--- src/rtl/imm_gen_pipe.sv ---
// Immediate generator feeding a 2-entry in-order result FIFO with tag and illegal flag.
// Optional feature: define IMM_ZIMM_EN to decode ImmSrc=101 as the zero-extended CSR zimm.
module imm_gen_pipe #(
  parameter int unsigned XLEN  = 32,
  parameter int unsigned TAG_W = 5
) (
  input  logic             clk,
  input  logic             rst_n,
  input  logic [31:0]      Instr,
  input  logic [2:0]       ImmSrc,
  input  logic [TAG_W-1:0] in_tag,
  input  logic             in_valid,
  output logic             in_ready,
  output logic [XLEN-1:0]  ImmExt,
  output logic [TAG_W-1:0] out_tag,
  output logic             Illegal,
  output logic             out_valid,
  input  logic             out_ready
);

  localparam int unsigned DEPTH = 2;
  localparam int unsigned CNT_W = 2;

  localparam logic [2:0] SRC_I    = 3'b000;
  localparam logic [2:0] SRC_S    = 3'b001;
  localparam logic [2:0] SRC_B    = 3'b010;
  localparam logic [2:0] SRC_J    = 3'b011;
  localparam logic [2:0] SRC_U    = 3'b100;
`ifdef IMM_ZIMM_EN
  localparam logic [2:0] SRC_ZIMM = 3'b101;
`endif

  logic [XLEN-1:0]  dec_imm;
  logic             dec_ill;

  logic [CNT_W-1:0] count;
  logic [CNT_W-1:0] count_nxt;
  logic             wr_ptr;
  logic             rd_ptr;
  logic             wr_ptr_nxt;
  logic             rd_ptr_nxt;
  logic             accept;
  logic             pop;

  logic [XLEN-1:0]  mem_imm [DEPTH];
  logic [TAG_W-1:0] mem_tag [DEPTH];
  logic             mem_ill [DEPTH];

  logic [XLEN-1:0]  head_imm_nxt;
  logic [TAG_W-1:0] head_tag_nxt;
  logic             head_ill_nxt;

  // Opcode field carries no immediate bits in any supported format.
  logic unused_opcode;
  assign unused_opcode = ^Instr[6:0];

  // Immediate decode; every format sign-extends from Instr[31].
  always_comb begin
    dec_imm = '0;
    dec_ill = 1'b0;
    case (ImmSrc)
      SRC_I: dec_imm = {{(XLEN-12){Instr[31]}}, Instr[31:20]};
      SRC_S: dec_imm = {{(XLEN-12){Instr[31]}}, Instr[31:25], Instr[11:7]};
      SRC_B: dec_imm = {{(XLEN-12){Instr[31]}}, Instr[7], Instr[30:25], Instr[11:8], 1'b0};
      SRC_J: dec_imm = {{(XLEN-20){Instr[31]}}, Instr[19:12], Instr[20], Instr[30:21], 1'b0};
      SRC_U: dec_imm = XLEN'($signed({Instr[31:12], 12'b0}));
`ifdef IMM_ZIMM_EN
      SRC_ZIMM: dec_imm = XLEN'(Instr[19:15]);
`endif
      default: begin
        dec_imm = '0;
        dec_ill = 1'b1;
      end
    endcase
  end

  // Handshakes use only registered flags, so in_ready never sees out_ready combinationally.
  assign accept = in_valid & in_ready;
  assign pop    = out_valid & out_ready;

  always_comb begin
    wr_ptr_nxt = wr_ptr ^ accept;
    rd_ptr_nxt = rd_ptr ^ pop;
    count_nxt  = count;
    case ({accept, pop})
      2'b10:   count_nxt = count + CNT_W'(1);
      2'b01:   count_nxt = count - CNT_W'(1);
      default: count_nxt = count;
    endcase
  end

  // Next head: the freshly decoded entry bypasses storage when it lands at the read slot.
  always_comb begin
    head_imm_nxt = ImmExt;
    head_tag_nxt = out_tag;
    head_ill_nxt = Illegal;
    if (count_nxt != CNT_W'(0)) begin
      if (accept && (wr_ptr == rd_ptr_nxt)) begin
        head_imm_nxt = dec_imm;
        head_tag_nxt = in_tag;
        head_ill_nxt = dec_ill;
      end else begin
        head_imm_nxt = mem_imm[rd_ptr_nxt];
        head_tag_nxt = mem_tag[rd_ptr_nxt];
        head_ill_nxt = mem_ill[rd_ptr_nxt];
      end
    end
  end

  always_ff @(posedge clk) begin
    if (!rst_n) begin
      count     <= '0;
      wr_ptr    <= 1'b0;
      rd_ptr    <= 1'b0;
      in_ready  <= 1'b1;
      out_valid <= 1'b0;
      ImmExt    <= '0;
      out_tag   <= '0;
      Illegal   <= 1'b0;
      for (int i = 0; i < DEPTH; i++) begin
        mem_imm[i] <= '0;
        mem_tag[i] <= '0;
        mem_ill[i] <= 1'b0;
      end
    end else begin
      count     <= count_nxt;
      wr_ptr    <= wr_ptr_nxt;
      rd_ptr    <= rd_ptr_nxt;
      in_ready  <= (count_nxt != CNT_W'(DEPTH));
      out_valid <= (count_nxt != CNT_W'(0));
      ImmExt    <= head_imm_nxt;
      out_tag   <= head_tag_nxt;
      Illegal   <= head_ill_nxt;
      if (accept) begin
        mem_imm[wr_ptr] <= dec_imm;
        mem_tag[wr_ptr] <= in_tag;
        mem_ill[wr_ptr] <= dec_ill;
      end
    end
  end

endmodule

--- config.mk ---
export PLATFORM = sky130hd
export DESIGN_NAME = imm_gen_pipe
export DESIGN_NICKNAME = d
export VERILOG_FILES = /design/src/rtl/imm_gen_pipe.sv
export SDC_FILE = /design/constraint.sdc
export NUM_CORES = 1
export LEC_CHECK = 0
export BUFFER_PORTS_ARGS = -buffer_cell sky130_fd_sc_hd__clkbuf_2
export CAP_MARGIN = 30
export CORE_MARGIN = 2
export CORE_UTILIZATION = 45
export CTS_CLUSTER_SIZE = 12
export DETAILED_ROUTE_END_ITERATION = 12
export PLACE_DENSITY_LB_ADDON = 0.2
export SYNTH_ARGS = -nofsm -noshare
export SYNTH_HDL_FRONTEND = slang
export SYNTH_SLANG_ARGS = --single-unit
--- constraint.sdc ---
create_clock -name clk -period 4.5 [get_ports clk]
set_input_delay 0.9 -clock clk [delete_from_list [all_inputs] [get_ports clk]]
set_output_delay 0.9 -clock clk [all_outputs]
set_load 0.03 [all_outputs]
* Yosys cells after proc, flatten, opt, wreduce, memory -nomap -nowiden
Memories as Yosys holds them, arrays and structs flattened. A register that Yosys moved wholly into a read port is not among the register bits.
Index checks and enable logic that the tools add are counted.
** Cells by class
- Eq/ne operators :: 7
- Reduce and logical (&&, ||, !) cells :: 9
- Multiplexer cells :: 16
- Add/sub/neg operators :: 2
- Bitwise operators :: 4
** Operators with widths (count)
- one-hot mux 32 bit (5 select lines) :: 1
- two-way mux 32 bit :: 1
- OR reduction 32 bit :: 1
- two-way mux 1 bit :: 12
- OR reduction 5 bit :: 2
- equality test 3 x 2 -> 1 bit (second input constant) :: 2
- two-way mux 5 bit :: 1
- one-hot mux 2 bit (2 select lines) :: 1
- equality test 3 x 1 -> 1 bit (second input constant) :: 1
- equality test 3 bit (second input constant) :: 1
- logical NOT 1 bit :: 3
- logical NOT 3 bit :: 1
- adder 2 x 1 -> 2 bit (second input constant) :: 1
- AND 1 bit :: 2
- equality test 2 x 1 -> 1 bit (second input constant) :: 1
- equality test 2 bit (second input constant) :: 1
- != test 2 bit (second input constant) :: 1
- nonzero test 2 bit :: 1
- subtractor 2 x 1 -> 2 bit (second input constant) :: 1
- bitwise XOR 1 bit :: 2
- OR reduction 1 bit :: 1
** Word-level totals
- Register bits after elaboration :: 6
- RAM bits :: 76
- Memories :: 3
- Word-level logic and storage cells :: 46
- Output and inout port bits :: 40
** Memory list
- mem_imm :: words 2, width 32, read ports 1, clocked after Yosys merged registers in 1, wr ports 2, RTL line 45 : logic [XLEN-1:0] mem_imm [DEPTH];
- mem_tag :: words 2, width 5, read ports 1, clocked after Yosys merged registers in 1, wr ports 2, RTL line 46 : logic [TAG_W-1:0] mem_tag [DEPTH];
- mem_ill :: words 2, width 1, read ports 1, clocked after Yosys merged registers in 1, wr ports 2, RTL line 47 : logic mem_ill [DEPTH];

* Longest topological paths before layout
- Depth after elaboration :: 6
- Mapped depth :: 9
- Depth with buffers taken out :: 8

* Worst setup path before layout
Ideal clock, no wire load.
- Kind :: input to register
- Start point :: in in_valid
- End point :: mem mem_imm[0][0] (enable)
- Setup slack :: 0.346 ns
- Required time :: 4.017 ns
- Arrival :: 3.671 ns
- Setup time :: 0.483 ns
- Stages :: 2
- Buffers on the path :: 0
- Path through :: nand2_1 > o21ai_0
** RTL lines
- from (decl) :: RTL line 12 : input logic in_valid,
- to (decl) :: RTL line 45

* Worst setup path after layout
- Start point :: in out_ready
- End point :: reg ImmExt[16], read port of mem_imm
** On the way
- Word-level cells in the longest chain between the ends :: 4
- Elaborated cells on any way between the ends :: 6
** Ends and longest elaborated chain
- from (decl) :: RTL line 18 : input logic out_ready
- AND 1 bit (*) :: RTL line 79 : assign pop = out_valid & out_ready;
- equality test 2 x 1 -> 1 bit / equality test 2 bit (equally long branches) :: RTL line 85 : case ({accept, pop})
- one-hot mux 2 bit (2 select lines) :: RTL line 85
- nonzero test 2 bit :: RTL line 97 : if (count_nxt != CNT_W'(0)) begin
- to (decl) :: RTL line 14 : output logic [XLEN-1:0] ImmExt,
Every way passes the cells marked *; elsewhere a longest branch is shown, timed or not.
A chain may end at the register's enable or synchronous reset.

==> out/metrics.yaml <==
power:
  power_frac_seq_pct: 37.9
  p_comb_share_pct: 29.5
  p_leak_nw: 2.67
  ir_drop_uv: 246
  power.switching_mw: 1.32
  power_per_cell_area_nw_per_um2: 575
  p_int_mw: 2.53
  switching_share_pct: 34.3
  power_frac_clock_pct: 32.6
clocking:
  cts_sinks: 120
  max-clock-path-buffers: 2
  cts_setup_buffers: 0
  cts_resized: 0
  cts_tree: "yes"
  cts_root_buf: "clkbuf_16"
  cts_max_level: 4
  ctsHoldBuffers: 0
  numCtsBuffers: 17
  clk_latency_ns: 0.42
  clk_pin_slew_ns: 0.05
grt:
  antenna_found_initial: 0
  grt_pass1_vias: 4588
  overflow: 0
  grt_pass1_wl_um: 24000
  grt_use_total_pct: 23.9
  grt_max_degree: 60
worst_hold_path:
  whs_endpoint: "ImmExt[5]"
  hold_class: "reg2reg"
  holdPathStages: 2
  hold_start: "ImmExt[5]"
floorplanning:
  die_area_um2: 13400
  start_util_pct: 46.5
  io_pins: 84
  die_h_um: 116
  core_area_um2: 12100
  fp-row-count: 40
  die_w_um: 116
critical_path:
  r2r_slack_ns: 1.66
  rr_startpoint: "out_valid"
  critPathLaunch: "out_ready"
  crit_required_ns: 4.79
  reg2reg_depth: 8
  setup.worst_path.start_class: "primary input"
  r2r_end: "ImmExt[16]"
  arrival_ns: 3.37
  crit_path_max_fanout: 18
  critPathCaptureType: "flip-flop"
  crit_type: "in2reg"
logic_synthesis:
  postSynthCellCount: 535
  synth_edf_count: 74
  ys_seq_area_share_pct: 55.9
  avgSynthCellArea_um2: 10.5
  syn-num-nets: 580
  synth_warnings: 0
  synth-seq-cells: 120
  synth_top_flop_cell: "edfxtp_1"
  synth-async-reset-ratio_pct: 0
  synth_area_um2: 5630
  synth.distinct_cells: 45
route:
  vias: 4724
  wl_um: 15500
  viasPerCell: 6.10
  drtAntennaViolNets: 0
  drc: 0
  first_iter_violations: 396
  drt_first_pass_iters: 5
  wl_per_cell_um: 20.0
placement:
  dp_hpwl_um: 9440
  place_congestion: 0.816
  postPlaceCellArea_um2: 6130
  io_buffer_count: 76
  place_ws_ns: 1.03
job:
  cap_violations: 0
timing:
  rsz0062_at_grt: "no"
  tightest_slew_ns: 1.01
  relSlewSlack_pct: 32.4
  setup_violations: 0
  fmax_ghz: 0.326
  fin_crit_ns: 3.07
  finalCritPeriodShare_pct: 68.2
  slew_violations: 0
  fin_skew_ns: 0.00647
  setup_slack_ns: 1.43
  hold_viol_final: 0
  fin_tns_setup_ns: 0
cells_and_area:
  syn_to_final_growth_pct: 19.2
  fin_area_um2: 6710
  nNetsFinal: 638
  layout_common_cells: "nor2_1 (78), clkbuf_2 (76), edfxtp_1 (74)"
  final_common_cell: "nor2_1"
  drive_gt1_share_pct: 21.5
  diodes: 0
run_status:
  status: "finished clean"
==> worst max-delay path by stage <==
stage / to / slack [ns] / cells after the start
2_1_floorplan: mem_imm[0][0] / 0.35 / 2
3_3_place_gp: ImmExt[17] / 1.11 / 9
3_5_place_dp: ImmExt[14] / 1.03 / 9
4_1_cts: ImmExt[16] / 1.47 / 9
5_1_grt: ImmExt[16] / 1.22 / 9
6_report: ImmExt[16] / 1.43 / 9
==> cells by family after synthesis <==
kind of cell	share of synthesized area (%)
xor+xnor	1.65
flops	55.9
mux	1.78
buf+inv	3.96
fa+ha+maj	0.222
simple gates	19.2
compound gates	17.3
==> cell usage after synthesis, types with 8 or more instances <==
master	instances	area [µm²]
nor2_1	78	293
edfxtp_1	74	2220
and3_1	49	307
dfxtp_1	46	921
clkbuf_1	38	143
nand3_1	37	185
a221oi_1	24	210
o31ai_1	18	135
a21oi_1	16	80.1
o21ai_0	16	80.1
nand2_1	14	52.6
o311ai_0	11	96.3
mux2i_1	10	100
nand2b_1	10	62.6
a31o_2	8	70.1
o2111ai_1	8	70.1
==> power by group through the flow <==
| stage | combinational, mW | clock [mW] | sequential (mW) |
|---|---|---|---|
| detailed placement | 1.10 | 0 | 1.48 |
| finish | 1.14 | 1.26 | 1.46 |
| CTS | 1.10 | 1.27 | 1.46 |
| floorplan | 0.586 | 0 | 1.66 |
| global placement | 1.08 | 0 | 1.47 |
| global route | 1.22 | 1.33 | 1.48 |
==> critical path, stage by stage <==
cell,delay (ns)
clkbuf_2,0.09
and2_1,0.18
ha_1,0.37
nor3b_1,0.18
a21oi_2,0.32
nand2_1,0.45
inv_2,0.50
o2111ai_1,0.20
o311ai_0,0.17
==> layer usage <==
layer | vias up | GRT usage, % | share of wire (%)
met5 | - | 0 | 0
met2 | 225 | 38.5 | 49
met1 | 2308 | 30.9 | 41
met3 | 27 | 5.54 | 7.9
met4 | 0 | 10.7 | 2.3
li1 | 2164 | - | -
==> through the flow <==
| step | std cells | util [%] | hold WS [ns] | power [mW] |
|---|---|---|---|---|
| after floorplan | 535 | - | 0.449 | 2.24 |
| after global placement | 741 | 50.6 | 0.453 | 2.55 |
| after detailed placement | 741 | 50.6 | 0.460 | 2.58 |
| after CTS | 773 | 55.1 | 0.470 | 3.84 |
| after global routing | 774 | 55.4 | 0.487 | 4.03 |
| final | 774 | 55.4 | 0.463 | 3.85 |
==> registers in the layout, summed over array words and instances, names as in the netlist <==
| signal | cells |
|---|---|
| mem_imm | 64 |
| ImmExt | 32 |
| mem_tag | 10 |
| out_tag | 5 |
| count | 2 |
| mem_ill | 2 |
| Illegal | 1 |
| in_ready | 1 |
| out_valid | 1 |
| rd_ptr | 1 |
| wr_ptr | 1 |
==> area by class of cell <==
class	count	area (µm²)
flip-flops and latches	120	3140
clock inverters	4	43.8
fillers	1099	5410
well taps	168	210
inverters	3	11.3
repair buffers	90	518
multi-input cells	361	2270
clock buffers	28	507
(Power assumes the default switching activity.)
